--- config.mk ---
export PLATFORM = sky130hd
export DESIGN_NAME = pu_vec_mac_flat
export DESIGN_NICKNAME = d
export VERILOG_FILES = /design/src/rtl/pu_pkg.sv /design/src/rtl/pu_vec_mac_if.sv /design/src/rtl/pu_adder_tree.sv /design/src/rtl/pu_vec_mac.sv /design/src/flat_wrapper.sv
export SDC_FILE = /design/constraint.sdc
export NUM_CORES = 2
export LEC_CHECK = 0
export CORE_UTILIZATION = 60
export CTS_BUF_LIST = sky130_fd_sc_hd__clkbuf_16
export CTS_CLUSTER_SIZE = 30
export DETAILED_ROUTE_END_ITERATION = 7
export PLACE_DENSITY = 0.9
export SETUP_SLACK_MARGIN = 0.2
export SYNTH_ARGS = -nofsm -noshare
export SYNTH_HDL_FRONTEND = slang
export SYNTH_SLANG_ARGS = --single-unit
--- constraint.sdc ---
create_clock -name clk -period 16.55 [get_ports clk]
set_clock_uncertainty 0.2 [all_clocks]
set_input_delay 4.965 -clock clk [delete_from_list [all_inputs] [get_ports clk]]
set_output_delay 4.965 -clock clk [all_outputs]
set_load 0.02 [all_outputs]
--- src/rtl/pu_pkg.sv ---
// Shared definitions for the conv2d processing-unit family.
// Contents: mode encodings for the per-beat select input, the product-width helper,
// and a width-generic saturating adder reused by PU variants built with PU_SATURATE_EN.
package pu_pkg;

   localparam logic MODE_PSUM = 1'b0;
   localparam logic MODE_ACC  = 1'b1;

   // Working width of sat_add; callers' operand widths must be below this.
   localparam int unsigned SAT_MAX_W = 64;

   typedef struct packed {
      logic                 sat;
      logic [SAT_MAX_W-1:0] sum;
   } sat_res_t;

   function automatic int unsigned prod_width(input int unsigned data_width);
      return 2 * data_width;
   endfunction

   // Adds two sign-extended width-bit values and clamps the result to the signed width-bit range.
   function automatic sat_res_t sat_add(input logic signed [SAT_MAX_W-1:0] a,
                                        input logic signed [SAT_MAX_W-1:0] b,
                                        input int unsigned                 width);
      logic signed [SAT_MAX_W-1:0] one;
      logic signed [SAT_MAX_W-1:0] hi;
      logic signed [SAT_MAX_W-1:0] lo;
      logic signed [SAT_MAX_W-1:0] total;
      sat_res_t                    res;
      one   = SAT_MAX_W'(1);
      hi    = (one <<< (width - 1)) - one;
      lo    = -hi - one;
      total = a + b;
      res.sat = 1'b0;
      res.sum = total;
      if (total > hi) begin
         res.sat = 1'b1;
         res.sum = hi;
      end else if (total < lo) begin
         res.sat = 1'b1;
         res.sum = lo;
      end
      return res;
   endfunction

endpackage

--- src/rtl/pu_vec_mac_if.sv ---
// Beat/result bus of pu_vec_mac.
// Ports: in_valid/in_ready/select/in_last/w/x/psum (beat side),
//        out_valid/out_ready/data_out/sat (result side).
// master = feeder/collector side, slave = the PU.
interface pu_vec_mac_if #(
   parameter int unsigned DATA_WIDTH = 16,
   parameter int unsigned LANES      = 4,
   parameter int unsigned ACC_WIDTH  = 40
);
   logic                        in_valid;
   logic                        in_ready;
   logic                        select;
   logic                        in_last;
   logic [LANES*DATA_WIDTH-1:0] w;
   logic [LANES*DATA_WIDTH-1:0] x;
   logic [ACC_WIDTH-1:0]        psum;
   logic                        out_valid;
   logic                        out_ready;
   logic [ACC_WIDTH-1:0]        data_out;
   logic                        sat;

   modport master (
      output in_valid, select, in_last, w, x, psum, out_ready,
      input  in_ready, out_valid, data_out, sat
   );

   modport slave (
      input  in_valid, select, in_last, w, x, psum, out_ready,
      output in_ready, out_valid, data_out, sat
   );
endinterface

--- src/rtl/pu_adder_tree.sv ---
// Combinational pairwise reduction of LANES signed products into one OUT_WIDTH sum.
// Ports: prod (LANES x IN_WIDTH, each signed), sum (signed OUT_WIDTH).
// Each product is sign-extended before the first level; an odd element at any level
// passes straight through to the next level.
module pu_adder_tree #(
   parameter int unsigned IN_WIDTH  = 32,
   parameter int unsigned LANES     = 4,
   parameter int unsigned OUT_WIDTH = 40
) (
   input  logic [LANES-1:0][IN_WIDTH-1:0] prod,
   output logic signed [OUT_WIDTH-1:0]    sum
);

   localparam int unsigned LEVELS = (LANES > 1) ? $clog2(LANES) : 0;

   // One spare column so the odd-element partner read stays in range.
   logic signed [OUT_WIDTH-1:0] node [LEVELS+1][LANES+1];

   always_comb begin
      int n;
      for (int l = 0; l <= LEVELS; l++) begin
         for (int i = 0; i <= LANES; i++) begin
            node[l][i] = '0;
         end
      end
      for (int i = 0; i < LANES; i++) begin
         node[0][i] = OUT_WIDTH'($signed(prod[i]));
      end
      n = LANES;
      for (int l = 0; l < LEVELS; l++) begin
         for (int i = 0; i < (LANES + 1) / 2; i++) begin
            if (2 * i + 1 < n) begin
               node[l+1][i] = node[l][2*i] + node[l][2*i+1];
            end else if (2 * i < n) begin
               node[l+1][i] = node[l][2*i];
            end
         end
         n = (n + 1) / 2;
      end
      sum = node[LEVELS][0];
   end

endmodule

--- src/rtl/pu_vec_mac.sv ---
// pu_vec_mac: LANES-wide signed dot-product MAC for the conv2d PE array.
// Ports: clk, rst (async, active-high), bus (pu_vec_mac_if.slave: beat in, result out).
// Per beat, select chooses psum pass-through (dot + psum emitted) or internal
// accumulation over a window closed by in_last. Two stages: registered products,
// then adder tree + add. A stalled output freezes both stages.
// Build option: define PU_SATURATE_EN for clamping adds and a live sat flag;
// otherwise adds wrap and sat is tied low.
module pu_vec_mac
   import pu_pkg::*;
#(
   parameter int unsigned DATA_WIDTH = 16,
   parameter int unsigned LANES      = 4,
   parameter int unsigned ACC_WIDTH  = 40
) (
   input logic        clk,
   input logic        rst,
   pu_vec_mac_if.slave bus
);

   localparam int unsigned PW = prod_width(DATA_WIDTH);

   logic                        stall;
   logic [LANES-1:0][PW-1:0]    prod_c;
   logic                        s1_valid;
   logic [LANES-1:0][PW-1:0]    s1_prod;
   logic                        s1_sel;
   logic                        s1_last;
   logic signed [ACC_WIDTH-1:0] s1_psum;
   logic signed [ACC_WIDTH-1:0] dot;
   logic signed [ACC_WIDTH-1:0] base_c;
   logic signed [ACC_WIDTH-1:0] sum_c;
   logic signed [ACC_WIDTH-1:0] acc;
   logic                        out_valid_q;
   logic [ACC_WIDTH-1:0]        data_q;

   assign stall         = out_valid_q & ~bus.out_ready;
   assign bus.in_ready  = ~stall;
   assign bus.out_valid = out_valid_q;
   assign bus.data_out  = data_q;

   // Lane products at full 2*DATA_WIDTH precision.
   always_comb begin
      for (int i = 0; i < LANES; i++) begin
         prod_c[i] = PW'($signed(bus.w[i*DATA_WIDTH +: DATA_WIDTH]))
                   * PW'($signed(bus.x[i*DATA_WIDTH +: DATA_WIDTH]));
      end
   end

   // S1: capture products and beat control on accept.
   always_ff @(posedge clk or posedge rst) begin
      if (rst) begin
         s1_valid <= 1'b0;
         s1_prod  <= '0;
         s1_sel   <= MODE_PSUM;
         s1_last  <= 1'b0;
         s1_psum  <= '0;
      end else if (!stall) begin
         s1_valid <= bus.in_valid;
         if (bus.in_valid) begin
            s1_prod <= prod_c;
            s1_sel  <= bus.select;
            s1_last <= bus.in_last;
            s1_psum <= bus.psum;
         end
      end
   end

   pu_adder_tree #(
      .IN_WIDTH  (PW),
      .LANES     (LANES),
      .OUT_WIDTH (ACC_WIDTH)
   ) u_tree (
      .prod (s1_prod),
      .sum  (dot)
   );

   // The other addend is the running accumulator in window mode, the incoming psum otherwise.
   assign base_c = (s1_sel == MODE_ACC) ? acc : s1_psum;

`ifdef PU_SATURATE_EN
   sat_res_t add_res_c;
   logic     add_sat_c;
   logic     sat_q;
   logic     acc_sat;

   always_comb begin
      add_res_c = sat_add(SAT_MAX_W'(base_c), SAT_MAX_W'(dot), ACC_WIDTH);
      sum_c     = add_res_c.sum[ACC_WIDTH-1:0];
      add_sat_c = add_res_c.sat;
   end

   // Sticky clamp flag across a window; published with the emitting result.
   always_ff @(posedge clk or posedge rst) begin
      if (rst) begin
         sat_q   <= 1'b0;
         acc_sat <= 1'b0;
      end else if (!stall && s1_valid) begin
         if (s1_sel == MODE_PSUM) begin
            sat_q <= add_sat_c;
         end else if (s1_last) begin
            sat_q   <= acc_sat | add_sat_c;
            acc_sat <= 1'b0;
         end else begin
            acc_sat <= acc_sat | add_sat_c;
         end
      end
   end

   assign bus.sat = sat_q;
`else
   assign sum_c   = base_c + dot;
   assign bus.sat = 1'b0;
`endif

   // S2: emit psum results and closed windows, otherwise grow the accumulator.
   always_ff @(posedge clk or posedge rst) begin
      if (rst) begin
         out_valid_q <= 1'b0;
         data_q      <= '0;
         acc         <= '0;
      end else if (!stall) begin
         out_valid_q <= 1'b0;
         if (s1_valid) begin
            if (s1_sel == MODE_PSUM) begin
               data_q      <= sum_c;
               out_valid_q <= 1'b1;
            end else if (s1_last) begin
               data_q      <= sum_c;
               acc         <= '0;
               out_valid_q <= 1'b1;
            end else begin
               acc <= sum_c;
            end
         end
      end
   end

endmodule
--- src/flat_wrapper.sv ---
// flat-port wrapper written by rule: the top's interface ports become plain ports
module pu_vec_mac_flat import pu_pkg::*;
#(
   parameter int unsigned DATA_WIDTH = 16,
   parameter int unsigned LANES      = 4,
   parameter int unsigned ACC_WIDTH  = 40
)
  (clk, rst, bus_in_valid, bus_select, bus_in_last, bus_w, bus_x, bus_psum, bus_out_ready, bus_in_ready, bus_out_valid, bus_data_out, bus_sat);
  pu_vec_mac_if #(.DATA_WIDTH(DATA_WIDTH), .LANES(LANES), .ACC_WIDTH(ACC_WIDTH)) bus_i ();
  input logic clk;
  input logic rst;
  input wire logic [$bits(bus_i.in_valid)-1:0] bus_in_valid;
  input wire logic [$bits(bus_i.select)-1:0] bus_select;
  input wire logic [$bits(bus_i.in_last)-1:0] bus_in_last;
  input wire logic [$bits(bus_i.w)-1:0] bus_w;
  input wire logic [$bits(bus_i.x)-1:0] bus_x;
  input wire logic [$bits(bus_i.psum)-1:0] bus_psum;
  input wire logic [$bits(bus_i.out_ready)-1:0] bus_out_ready;
  output wire logic [$bits(bus_i.in_ready)-1:0] bus_in_ready;
  output wire logic [$bits(bus_i.out_valid)-1:0] bus_out_valid;
  output wire logic [$bits(bus_i.data_out)-1:0] bus_data_out;
  output wire logic [$bits(bus_i.sat)-1:0] bus_sat;
  assign bus_i.in_valid = bus_in_valid;
  assign bus_i.select = bus_select;
  assign bus_i.in_last = bus_in_last;
  assign bus_i.w = bus_w;
  assign bus_i.x = bus_x;
  assign bus_i.psum = bus_psum;
  assign bus_i.out_ready = bus_out_ready;
  assign bus_in_ready = bus_i.in_ready;
  assign bus_out_valid = bus_i.out_valid;
  assign bus_data_out = bus_i.data_out;
  assign bus_sat = bus_i.sat;
  pu_vec_mac #(.DATA_WIDTH(DATA_WIDTH), .LANES(LANES), .ACC_WIDTH(ACC_WIDTH)) u_core (.clk(clk), .rst(rst), .bus(bus_i));
endmodule
==> results by group <==
Synthesis
  • Cell area after synthesis: 0.0540 mm²
  • Synth warnings: 0
  • Synth top area cells: fa_1 (41%), dfrtp_1 (12%), inv_1 (9.9%), ha_1 (9.3%), nand2_1 (6.4%)
  • Synth Area in Compound Gates: under 10%
  • Synth area leader: fa_1
  • Post-synth EDFFs: 0
  • Post-Synth Simple-Gate Area: roughly 15%
  • Main combinational cell family by area after synthesis: adder cells
  • Synthesized instance count: 5959
  • Async set-reset flop share out of synthesis: 100%
  • Synth Area per Inst: 9.06 µm²
  • Top FF cell, synth: dfrtp_1
  • Mux share of post-synthesis cell area: 1.20%
  • Adder-cell share of the synthesized area: roughly half
  • Distinct cells, synth: 74
  • Syn_nets: 7649
  • Seq/Total Area, Yosys: a little under an eighth
  • Synth top area share: 41.3%
  • Yosys reg bits: 252
  • Synth Area in XOR/XNOR: approximately 3.1%

Min path
  • Worst hold path depth: 2
  • Hold crit path type: reg2reg

Clock network
  • Clk buf depth: 3
  • Root Driver: clkbuf_16
  • Clock sink total: 252
  • CTS tree: done
  • Clk pin slew, worst setup/hold paths: roughly 60 ps
  • Hold-fix buffers, CTS: 0
  • Post-CTS setup repair buffer count: 0
  • CTS buffer count: 29
  • Worst-Skew Late Latency: ~570 ps
  • Cts repair resizes: 0
  • H-tree levels: 1

Setup path
  • Critical Path AT: between 10000 and 15000 ps
  • Critical Path Fanout Max: 16
  • CP max stage cell: clkdlybuf4s50_1
  • Crit path launch type: input port
  • R2r worst-path depth: 28
  • CP Buf/Inv Count: 6
  • CP most frequent cell: fa_1
  • Critical path class: in2reg
  • Worst Setup End Kind: register
  • Crit path max-delay family: adder cells
  • CP Depth: 25
  • CP required: 16800 ps
  • Slowest stage delay, CP: 750 ps

Global route
  • Total global-route track usage: 30.6%
  • First-pass GRT wire length: around 220000 µm
  • Initial antenna violation count: 1
  • GRT overflow: 0
  • Pin count of the biggest net entering global routing: between 100 and 150
  • Vias in the first global route: 44.4k

Final layout
  • Share of cells above drive strength 1: around 2.4%
  • Post-layout util: 65.2%
  • Ant. Diodes: 0
  • Layout area overhead: 7.25%
  • Post-Layout Cell Count: about 7.2k
  • Sequential cell area: 0.00631 mm²
  • Commonest non-fill, non-tap cell in the layout: inv_1
  • Final nets: 7713
  • Fill cells: 6556
  • Most frequent cells in the layout: inv_1 (1430), fa_1 (1114), nand2_1 (918), and2_1 (439), ha_1 (402)
  • Multi-input gate area: ~0.042 mm²

Detailed routing
  • Via count: 41.0k
  • Post-route ant nets: 0
  • Routed WL: around 130000 µm
  • Vias/cell: 5.68
  • 1st-iter DRT viols: 3257
  • DRC violations left: 17
  • First-pass DRT Iterations: 8
  • DR WL/cell: 18.6 µm

STA
  • Final Hold Fails: 0
  • Slew headroom: a little over a third
  • Peak Freq: 80.1 MHz
  • Setup ws final: 4060 ps
  • Min cycle time layout: 12490 ps
  • Unrepaired setup endpoints after global routing: no
  • Slew @ Worst Pin: 970 ps
  • Post-route setup TNS: 0 ps
  • Slew Limit Fails: 0
  • # setup viols final: 0
  • Fin crit share: between 70 and 80%

Place
  • Pre-CTS WS: 3600 ps
  • Placer Congestion: 0.945
  • Port bufs: around 220
  • Dpl cells: 7157
  • DP Wirelength: roughly 110000 µm

Die
  • Core ar.: 0.0888 mm²
  • Die area: just over 0.09 mm²
  • Die width: 302 µm
  • Initial Util: 60.8%
  • Io pins: roughly 220
  • Die Height: 302 µm
  • Site Rows: 109

Run status
  • Failing checks: DRC
  • Outcome: complete, but fails checks

Run
  • Maxcap violations: 0
==> worst min-delay path: cells and delay by family, from the launching register on <==
family | cells | cell delay [ps]
DFF | 1 | 340
and+or+nand+nor | 2 | 100
==> flip-flops by register name, indices dropped and copies added (netlist names) <==
register / cells
u_core.s1_valid: 1
u_core.s1_psum: 40
u_core.bus.data_out: 40
u_core.s1_last: 1
u_core.bus.out_valid: 1
u_core.acc: 40
u_core.s1_sel: 1
u_core.s1_prod: 128
==> layout make-up <==
class,instances,area share (%)
well taps,1165,2.52
flip-flops and latches,252,10.9
clock buffers,29,1.25
repair buffers,225,3.85
clock inverters,21,0.344
inverters,1426,9.26
multi-input cells,4089,71.9
==> final timing paths <==
kind                                     from                 endpoint  slack, ps
max                                 bus_x[17]       u_core.s1_prod[63]       4060
min                        u_core.s1_psum[34]       u_core.s1_psum[34]        280
max reg2reg                u_core.s1_prod[66]  u_core.bus.data_out[39]       9270
min reg2reg                u_core.s1_psum[34]       u_core.s1_psum[34]        280
max in group asynchronous                 rst            u_core.s1_sel       9930
min in group asynchronous                 rst            u_core.acc[4]       4700
==> per-layer routing <==
layer	routed length, µm	global-route usage (%)
met3	9690	3.83
met2	67200	52.6
met1	50900	39.3
met4	6110	12.6
met5	14	0
==> stage by stage <==
stage | hold slack (ps) | instance area (µm²)
3_5_place_dp | 262 | 56900
4_1_cts | 278 | 57900
6_report | 279 | 57900
5_1_grt | 289 | 57900
3_3_place_gp | 257 | 56900
2_1_floorplan | 238 | 54000
==> cells in the mapped netlist, types with 5 or more instances <==
| cell | number |
|---|---|
| o21bai_1 | 38 |
| a21oi_1 | 150 |
| a31oi_1 | 23 |
| nand2b_1 | 37 |
| nor2_1 | 140 |
| o21a_1 | 22 |
| mux2_2 | 52 |
| a21o_1 | 63 |
| xor2_1 | 66 |
| o21ai_0 | 183 |
| o31ai_1 | 18 |
| or3_1 | 10 |
| or2_2 | 10 |
| mux2i_1 | 6 |
| dfrtp_1 | 252 |
| clkbuf_1 | 183 |
| o211ai_1 | 9 |
| ha_1 | 402 |
| o41ai_1 | 5 |
| nand3_1 | 35 |
| and3_1 | 21 |
| buf_1 | 7 |
| a22o_1 | 33 |
| nor2b_1 | 14 |
| xnor2_1 | 123 |
| fa_1 | 1114 |
| a211oi_1 | 18 |
| a31o_2 | 6 |
| a211o_1 | 7 |
| nor3_1 | 29 |
| nand4_1 | 8 |
| nor3b_1 | 7 |
| a41oi_1 | 5 |
| o21ai_1 | 6 |
| nand2_1 | 919 |
| and2_1 | 440 |
| inv_1 | 1426 |
==> cell families after synthesis <==
kind of cell | count (synthesis)
AND/OR/NAND/NOR | 1695
buffers and inverters | 1618
other | 1
XOR/XNOR | 189
flip-flops | 252
adder cells (fa/ha/maj) | 1516
multiplexers | 58
AO/OA/AOI/OAI | 630
Power is not shown: default switching activity piles up to over one toggle a cycle in this logic, so the estimate is an artifact.
